**config.mk**
```make
export PLATFORM = sky130hd
export DESIGN_NAME = reg_pipeline_chain
export DESIGN_NICKNAME = d
export VERILOG_FILES = /design/src/rtl/noc_pipe_pkg.sv /design/src/rtl/pipe_skid_stage.sv /design/src/rtl/reg_pipeline_chain.sv
export SDC_FILE = /design/constraint.sdc
export NUM_CORES = 1
export LEC_CHECK = 0
export ABC_AREA = 1
export CORE_ASPECT_RATIO = 0.9
export CORE_MARGIN = 3
export CORE_UTILIZATION = 37
export CTS_CLUSTER_SIZE = 20
export DETAILED_ROUTE_END_ITERATION = 10
export GPL_ROUTABILITY_DRIVEN = 0
export MAX_ROUTING_LAYER = met4
export PLACE_DENSITY_LB_ADDON = 0.2
export SYNTH_ARGS = -nofsm -noshare
export SYNTH_HDL_FRONTEND = slang
export SYNTH_SLANG_ARGS = --single-unit
export TNS_END_PERCENT = 50
```
**constraint.sdc**
```tcl
create_clock -name clk -period 2.2 [get_ports clk]
set_input_delay 0.22 -clock clk [delete_from_list [all_inputs] [get_ports clk]]
set_output_delay 0.22 -clock clk [all_outputs]
set_load 0.05 [all_outputs]
```
**src/rtl/noc_pipe_pkg.sv**
```systemverilog
// ---------------------------------------------------------------------------
// noc_pipe_pkg
//   Shared helpers for the NoC link pipeline blocks.
//   cnt_width(stages): width of an occupancy counter able to hold 0 .. 2*stages
//   beats (the skid-mode capacity). Never returns less than 1.
// ---------------------------------------------------------------------------
package noc_pipe_pkg;

    function automatic int cnt_width(input int stages);
        int w;
        w = $clog2(2 * stages + 1);
        return (w < 1) ? 1 : w;
    endfunction

endpackage

```
**src/rtl/pipe_skid_stage.sv**
```systemverilog
// ---------------------------------------------------------------------------
// pipe_skid_stage
//   One registered valid/ready stage with synchronous flush.
//   SKID=1 : 2-entry skid buffer (main + skid register). ready_up comes
//            straight from a flop, which breaks the combinational ready path.
//   SKID=0 : single forward register. ready_up is combinational.
//
// Ports
//   clk, rst      clock, synchronous active-high reset (clears flags and data)
//   flush_i       drop every held beat; data registers keep their contents
//   data_up/valid_up/ready_up   upstream handshake
//   data_dn/valid_dn/ready_dn   downstream handshake
// ---------------------------------------------------------------------------
module pipe_skid_stage #(
    parameter int DWIDTH = 16,
    parameter int SKID   = 1
) (
    input  logic              clk,
    input  logic              rst,
    input  logic              flush_i,
    input  logic [DWIDTH-1:0] data_up,
    input  logic              valid_up,
    output logic              ready_up,
    output logic [DWIDTH-1:0] data_dn,
    output logic              valid_dn,
    input  logic              ready_dn
);

    if (SKID != 0) begin : g_skid
        logic              m_v;
        logic              s_v;
        logic [DWIDTH-1:0] m_d;
        logic [DWIDTH-1:0] s_d;
        logic              take_in;
        logic              main_free;

        // ready_up depends only on s_v, so upstream never sees a
        // combinational path from ready_dn.
        assign ready_up  = ~s_v;
        assign take_in   = valid_up & ~s_v;
        assign main_free = ~m_v | ready_dn;

        always_ff @(posedge clk) begin
            if (rst) begin
                m_v <= 1'b0;
                s_v <= 1'b0;
                m_d <= '0;
                s_d <= '0;
            end else if (flush_i) begin
                m_v <= 1'b0;
                s_v <= 1'b0;
            end else if (main_free) begin
                // A full skid always drains first; ready_up is low in that
                // cycle, so take_in cannot also be set.
                if (s_v) begin
                    m_d <= s_d;
                    m_v <= 1'b1;
                    s_v <= 1'b0;
                end else begin
                    m_v <= take_in;
                    if (take_in) begin
                        m_d <= data_up;
                    end
                end
            end else if (take_in) begin
                // Main is stalled: park the accepted beat in the skid.
                s_d <= data_up;
                s_v <= 1'b1;
            end
        end

        assign data_dn  = m_d;
        assign valid_dn = m_v;
    end else begin : g_fwd
        logic              v;
        logic [DWIDTH-1:0] d;

        assign ready_up = ~v | ready_dn;

        always_ff @(posedge clk) begin
            if (rst) begin
                v <= 1'b0;
                d <= '0;
            end else if (flush_i) begin
                v <= 1'b0;
            end else if (valid_up && ready_up) begin
                d <= data_up;
                v <= 1'b1;
            end else if (ready_dn) begin
                v <= 1'b0;
            end
        end

        assign data_dn  = d;
        assign valid_dn = v;
    end

endmodule

```
**src/rtl/reg_pipeline_chain.sv**
```systemverilog
// ---------------------------------------------------------------------------
// reg_pipeline_chain
//   Cascade of STAGES registered valid/ready stages for long NoC links.
//   SKID=1 registers the ready path too (capacity 2 beats per stage),
//   SKID=0 registers only the forward path (capacity 1 beat per stage).
//   STAGES=0 is a pure wire-through with no registers.
//
// Ports
//   clk, rst          clock, synchronous active-high reset
//   flush_i           synchronous drop of all held beats
//   data_i/valid_i    upstream payload / valid,  ready_o  ready to upstream
//   data_o/valid_o    downstream payload / valid, ready_i  downstream ready
//   occupancy_o       registered count of beats held in the chain
// ---------------------------------------------------------------------------
module reg_pipeline_chain
    import noc_pipe_pkg::*;
#(
    parameter int DWIDTH = 16,
    parameter int STAGES = 2,
    parameter int SKID   = 1,
    parameter int CNT_W  = cnt_width(STAGES)
) (
    input  logic              clk,
    input  logic              rst,
    input  logic              flush_i,
    input  logic [DWIDTH-1:0] data_i,
    input  logic              valid_i,
    output logic              ready_o,
    output logic [DWIDTH-1:0] data_o,
    output logic              valid_o,
    input  logic              ready_i,
    output logic [CNT_W-1:0]  occupancy_o
);

    // Index k is the interface in front of stage k; index STAGES is the
    // downstream port. With STAGES=0 both ends collapse onto index 0.
    logic [STAGES:0][DWIDTH-1:0] d_chain;
    logic [STAGES:0]             v_chain;
    logic [STAGES:0]             r_chain;

    assign d_chain[0]      = data_i;
    assign v_chain[0]      = valid_i;
    assign r_chain[STAGES] = ready_i;

    assign data_o  = d_chain[STAGES];
    assign valid_o = v_chain[STAGES];
    assign ready_o = r_chain[0];

    for (genvar k = 0; k < STAGES; k++) begin : g_stage
        pipe_skid_stage #(
            .DWIDTH (DWIDTH),
            .SKID   (SKID)
        ) u_stage (
            .clk      (clk),
            .rst      (rst),
            .flush_i  (flush_i),
            .data_up  (d_chain[k]),
            .valid_up (v_chain[k]),
            .ready_up (r_chain[k]),
            .data_dn  (d_chain[k+1]),
            .valid_dn (v_chain[k+1]),
            .ready_dn (r_chain[k+1])
        );
    end

    if (STAGES == 0) begin : g_bypass
        logic unused_ctrl;
        assign unused_ctrl = ^{clk, rst, flush_i};
        assign occupancy_o = '0;
    end else begin : g_count
        logic [CNT_W-1:0] occ;
        logic             beat_in;
        logic             beat_out;

        // A beat offered during flush never enters the chain; a beat handed
        // downstream during flush has still left it.
        assign beat_in  = valid_i & ready_o & ~flush_i;
        assign beat_out = valid_o & ready_i;

        always_ff @(posedge clk) begin
            if (rst || flush_i) begin
                occ <= '0;
            end else if (beat_in && !beat_out) begin
                occ <= occ + CNT_W'(1);
            end else if (!beat_in && beat_out) begin
                occ <= occ - CNT_W'(1);
            end
        end

        assign occupancy_o = occ;
    end

endmodule

```
==> results.ini <==
[global_routing]
met3_usage_pct=3.47
globalRouteTotalUtil_pct=14.4
grt_use_met2_pct=24.8
grt_pass1_wl_um=12400
antenna_found_initial=0
grt_max_degree=65
use_met1_pct=16.4
gr-total-overflow=0
first_global_vias=2889
top_usage_layer=met2

[yosys]
synth_area_um2=3620
ys_ff_latch=71
ys_warn_count=0
avgSynthCellArea_um2=6.43
synth_area_leader_cell=dfxtp_1
synth_top_family_by_area=simple AND/OR/NAND/NOR gates
synth_xor_area_share_pct=0
ys_types=23
ys_top_cells_by_area=dfxtp_1 39%, nor2_1 15%, nand2_1 14%
synthesis.nets=587
synth-async-reset-ratio_pct=0
synth-compound-area-share_pct=5.11
synthSimpleGateAreaFrac_pct=37.7
yosys.area_share.adder_pct=0.897
syn_inst=564
synth_mux_area_share_pct=0
yosysTopAreaCellShare_pct=39.2
ys_seq_area_share_pct=39.2
synth_edf_count=0
synthFlopType=dfxtp_1

[routing]
via_per_inst=4.45
drc=0
wire_per_inst_um=10.2
firstDrtPassIters=4
drtAntennaViolNets=0
drtIter0Drc=139
vias=3129
routed_wl_um=7160

[worst_setup_path]
r2r-end=occupancy_o[2]
critPathMaxFanout=4
crit_cells=1
crit_family=buffers and inverters
crit_buf_inv=1
rr_worst_depth=10
critPathArrivalTime_ps=1570
cp-start-kind=flop
r2r_start=g_stage[0].u_stage.g_skid.s_v
worst_path_largest_cell_delay_ps=830
crit_slowest_cell=clkdlybuf4s50_1
crit_path_end_kind=output port
crit_end=occupancy_o[0]
worstSetupPathType=flop to output port
startpoint=occupancy_o[0]
r2r_slack_ps=630
crit_chain=clkdlybuf4s50_1
cp.required_ps=1980

[clocking]
cts_sinks=71
postCtsSetupBuffers=0
clockBufferDepth=2
clock_latency_ps=330
path_clk_slew_ps=70
cts_tree=yes
ctsResizeCount=0
hold_buffers=0
root_buffer=clkbuf_8
cts_made_buffers=9
htreeDepth=3

[timing]
rsz0062_at_grt=false
finalCritPeriodShare_pct=81.2
setup_ws_ps=413
finalHoldViolCount=0
slew_headroom_pct=66.4
setup-tns-final_ps=0
slew_viol_final=0
tightest_slew_ps=502
fin_crit_ps=1790
skew_ps=9.49
fmaxAchievable_mhz=560
finalSetupViolCount=0

[power]
ir_worst_vdd_uv=253
p_leak_nw=1.97
power_density_nw_per_um2=625

[finish]
diodes=0
area_growth_pct=12.7
fillers=1059
drive_gt1_share_pct=6.37
fin_nets=601

[floorplan]
coreArea_um2=9330
fp.dieArea_um2=11000
fp.dieW_um=110
initial_utilization_pct=38.8
io_pins=42
fp.dieH_um=99.9
row_count=33

[worst_hold_path]
worstHoldStart=g_stage[0].u_stage.g_skid.s_d[8]
hold_class=flop to flop

[placed_design]
dp_hpwl_um=4740
port_buffers=41
preCtsSetupSlack_ps=121

[job]
cap_violations=0

[status]
status=finished clean

==> synth_stat cells, types with 2 or more instances <==
cell type	instances
nor2_1	147
nand2_1	138
inv_1	72
dfxtp_1	71
nand3_1	33
buf_4	20
a21oi_1	19
o21ai_0	18
buf_2	14
buf_6	8
nor2_4	5
inv_2	4
clkbuf_1	2
nand2_2	2
nor2_2	2
nor3_1	2
==> cell usage in the layout, fill, tap and decap left out <==
master	instances
nor2_1	147
nand2_1	138
inv_1	71
dfxtp_1	71
clkdlybuf4s50_1	40
nand3_1	33
a21oi_1	19
o21ai_0	18
clkbuf_8	11
buf_4	8
nor2_4	5
inv_2	4
nor3_1	2
nand2_2	2
nor2_2	2
clkbuf_1	2
nand3_2	1
clkinv_1	1
nand2_4	1
nand3_4	1
fa_1	1
ha_1	1
clkinv_2	1
buf_12	1
==> state kept, by name, indices dropped and copies added, names as in the netlist <==
signal	flops
g_stage.u_stage.g_skid.s_d	32
occupancy_o	3
g_stage.u_stage.data_dn	32
g_stage.u_stage.g_skid.s_v	2
g_stage.u_stage.valid_dn	2
==> power breakdown <==
part	total (mW)	internal, mW	switching (mW)
sequential	1.34	1.32	0.0179
combinational	0.303	0.115	0.188
clock	0.914	0.458	0.455
total	2.55	1.89	0.661
==> layout make-up <==
| type | instances | area (µm²) | area share (%) |
|---|---|---|---|
| Inverter | 76 | 285 | 6.98 |
| Clock buffer | 13 | 159 | 3.89 |
| Multi-Input combinational cell | 371 | 1580 | 38.7 |
| Timing Repair Buffer | 49 | 480 | 11.8 |
| Clock inverter | 1 | 5.00 | 0.122 |
| Tap cell | 122 | 153 | 3.74 |
| Sequential cell | 71 | 1420 | 34.8 |
==> stage by stage <==
step                util (%)  area (µm²)  total power [mW]  hold WS, ps  std cells
floorplan                  -        3620              1.59          375        564
global placement        42.0        3920              1.67          461        689
detailed placement      42.0        3920              1.67          470        689
CTS                     43.8        4090              2.60          485        703
global route            43.8        4090              2.69          501        703
finish                  43.8        4090              2.55          482        703
==> kinds of logic (layout without fill, tap and decap cells) <==
kind of cell | after synthesis | in the layout
simple gates | 332 | 332
buf+inv | 122 | 139
fa+ha+maj | 2 | 2
compound gates | 37 | 37
flops | 71 | 71
==> routing by layer <==
metal,wire length (µm),part of all wire [%]
met3,219,3.1
met1,3230,45
met5,0,0
met4,58,0.81
met2,3650,51
==> worst min-delay path: stages (launching register included) <==
cell,delay [ps]
dfxtp_1,330
a21oi_1,40
nor2_1,80
==> worst min path at each step <==
stage	end	slack (ps)	cells past startpoint
after global routing	g_stage[1].u_stage.g_skid.s_d[15]	500	2
final	g_stage[0].u_stage.g_skid.s_d[8]	480	2
after detailed placement	g_stage[0].u_stage.g_skid.s_d[1]	470	2
after floorplan	g_stage[0].u_stage.valid_dn	370	2
after global placement	g_stage[0].u_stage.g_skid.s_d[10]	460	2
after CTS	g_stage[1].u_stage.g_skid.s_d[2]	490	2
Note: power is estimated with default switching activity, not from simulation.
==> RTL change 1 (config.mk and constraints unchanged) <==
`DWIDTH` is set to 16 in 2 places; all go to 12.
--- a/src/rtl/pipe_skid_stage.sv
+++ b/src/rtl/pipe_skid_stage.sv
@@ -12,7 +12,7 @@
 //   data_dn/valid_dn/ready_dn   downstream handshake
 // ---------------------------------------------------------------------------
 module pipe_skid_stage #(
-    parameter int DWIDTH = 16,
+    parameter int DWIDTH = 12,
     parameter int SKID   = 1
 ) (
     input  logic              clk,
--- a/src/rtl/reg_pipeline_chain.sv
+++ b/src/rtl/reg_pipeline_chain.sv
@@ -15,7 +15,7 @@
 module reg_pipeline_chain
     import noc_pipe_pkg::*;
 #(
-    parameter int DWIDTH = 16,
+    parameter int DWIDTH = 12,
     parameter int STAGES = 2,
     parameter int SKID   = 1,
     parameter int CNT_W  = cnt_width(STAGES)
Interface: changed (resized data_i and data_o); port bits go from 42 to 34. No check against the original RTL was run, so the function may have changed too.
==> RTL change 1 against the unedited design <==
  * Power shrank 26%
  * Final area shrank 23%
  * Via count shrank 23%
  * Sequential cell count shrank 16
  * Sequential power shrank 22%
  * Worst setup slack lost 0.017 ns
  * Wire length shrank 25%
  * Area after synthesis shrank 23%
  * Register-to-register slack lost 0.11 ns
==> RTL change 1: results (changes against the unedited design) <==
Power and ir drop
  – VDD IR-drop max: 0.2856 mV (+13%)
  – Static leakage: 1.523 nW (-23%)

Finish
  – Seq Cell Count: 55 (-23%)
  – # fillers: 775 (-27%)
  – Fraction of area in clock buffers and inverters: 3.167% (-0.84 points)
  – Final-layout clock buffer total: 8 (-5)
  – Footprint of the multi-input gates: 1235 um^2 (-22%)
  – Non-Clock Buffer Count: 40 (-18%)
  – Final-layout non-clock buffer area share: 12.11% (+0.36 points)
  – Number of multi-input combinational cells: 287 (-23%)

Global routing
  – Global-route wire length before repair: 9.377 mm (-25%)
  – GR Layer Usage met1: 15.95% (-0.47 points)
  – Grt met2 use: 23.34% (-1.4 points)
  – Met3 global-route usage: 2.758% (-0.71 points)
  – Via count of the first global-routing pass: 2207 (-24%)

Place
  – Pre-CTS setup slack: 0.1456 ns (+0.02461 ns)
  – Estimated wirelength of the detail-placed design: 3.728 mm (-21%)
  – Input/output buffers: 33 (-20%)

Synthesis
  – Sequential-to-total area share from yosys stat: 39.27% (+0.055 points)
  – Number of distinct standard cells referenced by the synthesized netlist: 21 (-8.7%)

Detailed routing
  – Avg WL per Cell: 9.867 um (-3.1%)
  – Violation count after the first detailed-routing iteration: 114 (-18%)
  – Routed vias: 2406 (-23%)

CTS
  – Later-pin clock latency in the skew report: 0.31 ns (-0.02 ns)

Critical path
  – Worst Path Max Fanout: 5 (+1)

Outcome
  – Run status: completed
[RTL change 1: changes by cell type in the layout (fill, tap and decap cells not counted), sizes merged, moves of 4 or more]
cell,before,now
clkbuf,13,8
clkdlybuf4s50,40,33
nand2,141,109
a21oi,19,15
dfxtp,71,55
o21ai,18,14
nand3,35,27
nor2,154,118
inv,75,60
[RTL change 1: power breakdown]
part           internal (W)  switching [W]
Combinational     0.0000906       0.000147
Clock              0.000288       0.000317
Sequential          0.00102      0.0000146
[RTL change 1: cells by family after synthesis]
group                    Yosys count  synth area share [%]
adder cells (fa/ha/maj)            2                 1.160
AO/OA/AOI/OAI                     29                 5.176
AND/OR/NAND/NOR                  256                 37.71
buffers and inverters             94                 16.69
flip-flops                        55                 39.27
[RTL change 1: through the flow]
step | std cells | power (W) | cell area (um^2) | hold WS, ns
after floorplan | 436 | 0.001234 | 2804 | 0.3748
after global placement | 535 | 0.001299 | 3060 | 0.4614
after detailed placement | 535 | 0.001300 | 3060 | 0.4723
after CTS | 543 | 0.001916 | 3161 | 0.4897
after global routing | 543 | 0.001970 | 3161 | 0.5150
final | 543 | 0.001879 | 3161 | 0.4887
[RTL change 1: worst paths after layout]
kind | end | slack [ns]
setup reg to reg | occupancy_o[2] | 0.52
hold reg to reg | g_stage[1].u_stage.g_skid.s_d[5] | 0.49
hold / removal | g_stage[1].u_stage.g_skid.s_d[5] | 0.49
setup / recovery | ready_o | 0.40
[RTL change 1: worst register-to-register path, cell delays in order, from the launching register on]
cell and delay (ns):
dfxtp_1 0.41, nor3_1 0.22, ha_1 0.19, inv_1 0.07, fa_1 0.38, inv_1 0.06, nand2_1 0.04, nand3_1 0.07
nand2_1 0.06, nand2_1 0.05, nor2_1 0.03
==> RTL change 2 (config.mk and constraints unchanged) <==
Without the edit above. Make the reset (`rst`) asynchronous in 2 clocked blocks. Comments in the files are not updated.
--- a/src/rtl/pipe_skid_stage.sv
+++ b/src/rtl/pipe_skid_stage.sv
@@ -40,7 +40,7 @@
         assign take_in   = valid_up & ~s_v;
         assign main_free = ~m_v | ready_dn;
 
-        always_ff @(posedge clk) begin
+        always_ff @(posedge clk or posedge rst) begin
             if (rst) begin
                 m_v <= 1'b0;
                 s_v <= 1'b0;
@@ -77,7 +77,7 @@
 
         assign ready_up = ~v | ready_dn;
 
-        always_ff @(posedge clk) begin
+        always_ff @(posedge clk or posedge rst) begin
             if (rst) begin
                 v <= 1'b0;
                 d <= '0;
Check against the original RTL: differs if rst is asserted again (counterexample within 4 cycles, from zero or initial values and one cycle with rst high); with rst held inactive, the same outputs for 10 cycles.
==> RTL change 2 against the unedited design <==
  * Global-route usage shrank 1.2 points
  * Worst setup slack improved by 0.0057 ns
  * Utilization increased by 1.1 points
  * Non-clock buffer count down 1
  * Wire length down 16%
  * Sequential share of layout area is 10 points higher
  * Synthesized cell count fell by 31%
  * Via count down 25%
  * Sequential cell count unchanged
  * Clock skew fell by 0.0047 ns
  * Final area fell by 4.7%
  * Area after synthesis fell by 7.9%
Power is not compared: it rests on default switching activity, and its combinational part moved more than twofold at a synthesized area within 25%.
==> RTL change 2: results (changes against the unedited design) <==
Outcome
  – Run status: completed

STA
  – Number of setup violations in the final report: 0 (unchanged)
  – Max transition margin: 64.54% (-1.9 points)
  – Final Skew: 0.004753 ns (-0.004739 ns)

Detailed routing
  – Via density: 4.342 (-2.4%)
  – Routed wire length: 6.004 mm (-16%)
  – Violation count after the first detailed-routing iteration: 125 (-10%)
  – DRT Pass-1 Iters: 4 (unchanged)

CTS
  – Number of H-tree branching levels: 3 (unchanged)
  – Count of buffers added by post-CTS timing repair for setup: 0 (unchanged)
  – Later-pin clock latency in the skew report: 0.33 ns (about the same)
  – Post-cts repair resize count: 0 (unchanged)
  – Maximum clock insertion buffer count: 2 (unchanged)
  – Cell at the root of the clock tree: clkbuf_8
  – Clock buffers created by TritonCTS: 9 (unchanged)
  – Clock transition at the registers of the reported paths: 0.07 ns (about the same)

Global routing
  – Maximum number of pins on one net before global-route repair: 56 (-14%)
  – Via count of the first global-routing pass: 2134 (-26%)
  – Global-route wire length before repair: 10.26 mm (-18%)
  – Global routing usage summed across all routing layers: 13.20% (-1.2 points)
  – Remaining global-route overflow: 0 (unchanged)

Synthesis
  – XOR/XNOR share of the synthesized area: 0% (unchanged)
  – Number of nets produced by synthesis: 414 (-29%)
  – Multiplexer fraction of the synthesized cell area: 0% (unchanged)
  – Biggest area contributors in the synthesized netlist: dfrtp_1 51%, nand2_1 14%, o21ai_1 6.9%
  – Number of distinct standard cells referenced by the synthesized netlist: 22 (-4.3%)
  – Sequential-to-total area share from yosys stat: 52.75% (+14 points)
  – Syn. warnings: 0 (unchanged)
  – Synthesized-area fraction occupied by ao, oa, aoi and oai cells: 17.01% (+12 points)
  – Most numerous cell types in the synthesized netlist: 122 x nand2_1, 68 x dfrtp_1, 46 x o21ai_1
  – Post-synthesis share of cell area spent on full adders, half adders and majority gates: 0.9741% (+0.077 points)
  – Share of flip-flops with an asynchronous set or reset: 95.77% (+96 points)

Power and ir drop
  – Static leakage: 1.787 nW
  – VDD IR-drop max: 0.2554 mV

Place
  – Placed inst area: 3709 um^2 (-5.5%)
  – Estimated wirelength of the detail-placed design: 4.164 mm (-12%)
  – Pre-CTS setup slack: 0.1759 ns (+0.05491 ns)
  – Input/output buffers: 41 (unchanged)

Critical path
  – Worst R2R Setup Slack: 0.53 ns (-0.10 ns)
  – Number of cells traversed by the worst register-to-register path: 5 (-5)
  – Worst path max stage delay: 0.83 ns (about the same)
  – Reg2Reg Capture Point: g_stage[1].u_stage.g_skid.s_d[1]
  – Top delay family on crit path: buffers and inverters
  – Worst Path Max Fanout: 4 (unchanged)
  – Critical register-to-register path startpoint: g_stage[1].u_stage.valid_dn
  – Critical Path Slowest Stage Cell: clkdlybuf4s50_1

Finish
  – Final-stage net count: 437 (-27%)
  – # fillers: 857 (-19%)
  – Share of final-layout standard cells stronger than drive strength 1: 10.74% (+4.4 points)

Hold path
  – HP Class: in2async
RTL change 2: cell count changes in the layout (fill, tap and decap cells not counted), sizes merged, moves of 17 or more:
cell / change
inv: -32
o21ai: +83
dfxtp: -68
dfrtp: +68
nand3: -33
a21oi: -17
nand2: -17
nor2: -145
RTL change 2: power breakdown:
part           internal (W)  leakage [nW]  switching [W]  total, W
registers           0.00147         0.914      0.0000729   0.00154
clock network      0.000515         0.103       0.000474  0.000989
logic              0.000244         0.771       0.000462  0.000706
RTL change 2: how the worst max path moves through the flow:
stage                                start                          endpoint  slack (ns)  cells after the start
2_1_floorplan                          rst                    occupancy_o[0]       0.001                      5
3_3_place_gp                       flush_i  g_stage[1].u_stage.g_skid.s_d[4]        0.21                      6
3_5_place_dp                       flush_i  g_stage[1].u_stage.g_skid.s_d[4]        0.18                      6
4_1_cts                     occupancy_o[0]                    occupancy_o[0]        0.38                      1
5_1_grt        g_stage[1].u_stage.valid_dn  g_stage[1].u_stage.g_skid.s_d[1]        0.32                      5
6_report                    occupancy_o[0]                    occupancy_o[0]        0.42                      1
RTL change 2: per-layer routing:
metal	track usage, %	share of wire (%)	up-vias
met4	6.796	1.2	0
met2	18.09	39	54
met5	-	0	-
met3	2.482	5.0	6
li1	-	-	1273
met1	18.58	55	1003
RTL change 2: stage by stage:
stage | hold WS, ns | instances | utilization, %
2_1_floorplan | 0.3285 | 391 | -
3_3_place_gp | 0.4641 | 522 | 42.68
3_5_place_dp | 0.4679 | 522 | 42.68
4_1_cts | 0.2792 | 538 | 44.84
5_1_grt | 0.3101 | 538 | 44.84
6_report | 0.2841 | 538 | 44.84
RTL change 2: cells by family after synthesis:
group / Yosys count
AO/OA/AOI/OAI: 103
flip-flops: 71
buffers and inverters: 79
AND/OR/NAND/NOR: 136
adder cells (fa/ha/maj): 2
RTL change 2: final cells by class:
class                           instances  area (um^2)  share of cell area [%]
Clock buffer                            9        123.9                   3.179
Timing Repair Buffer                   48        473.0                   12.14
Multi-Input combinational cell        241         1164                   29.87
Tap cell                              119        148.9                   3.821
Clock inverter                          7        63.81                   1.638
Sequential cell                        71         1762                   45.22
Inverter                               43        161.4                   4.143
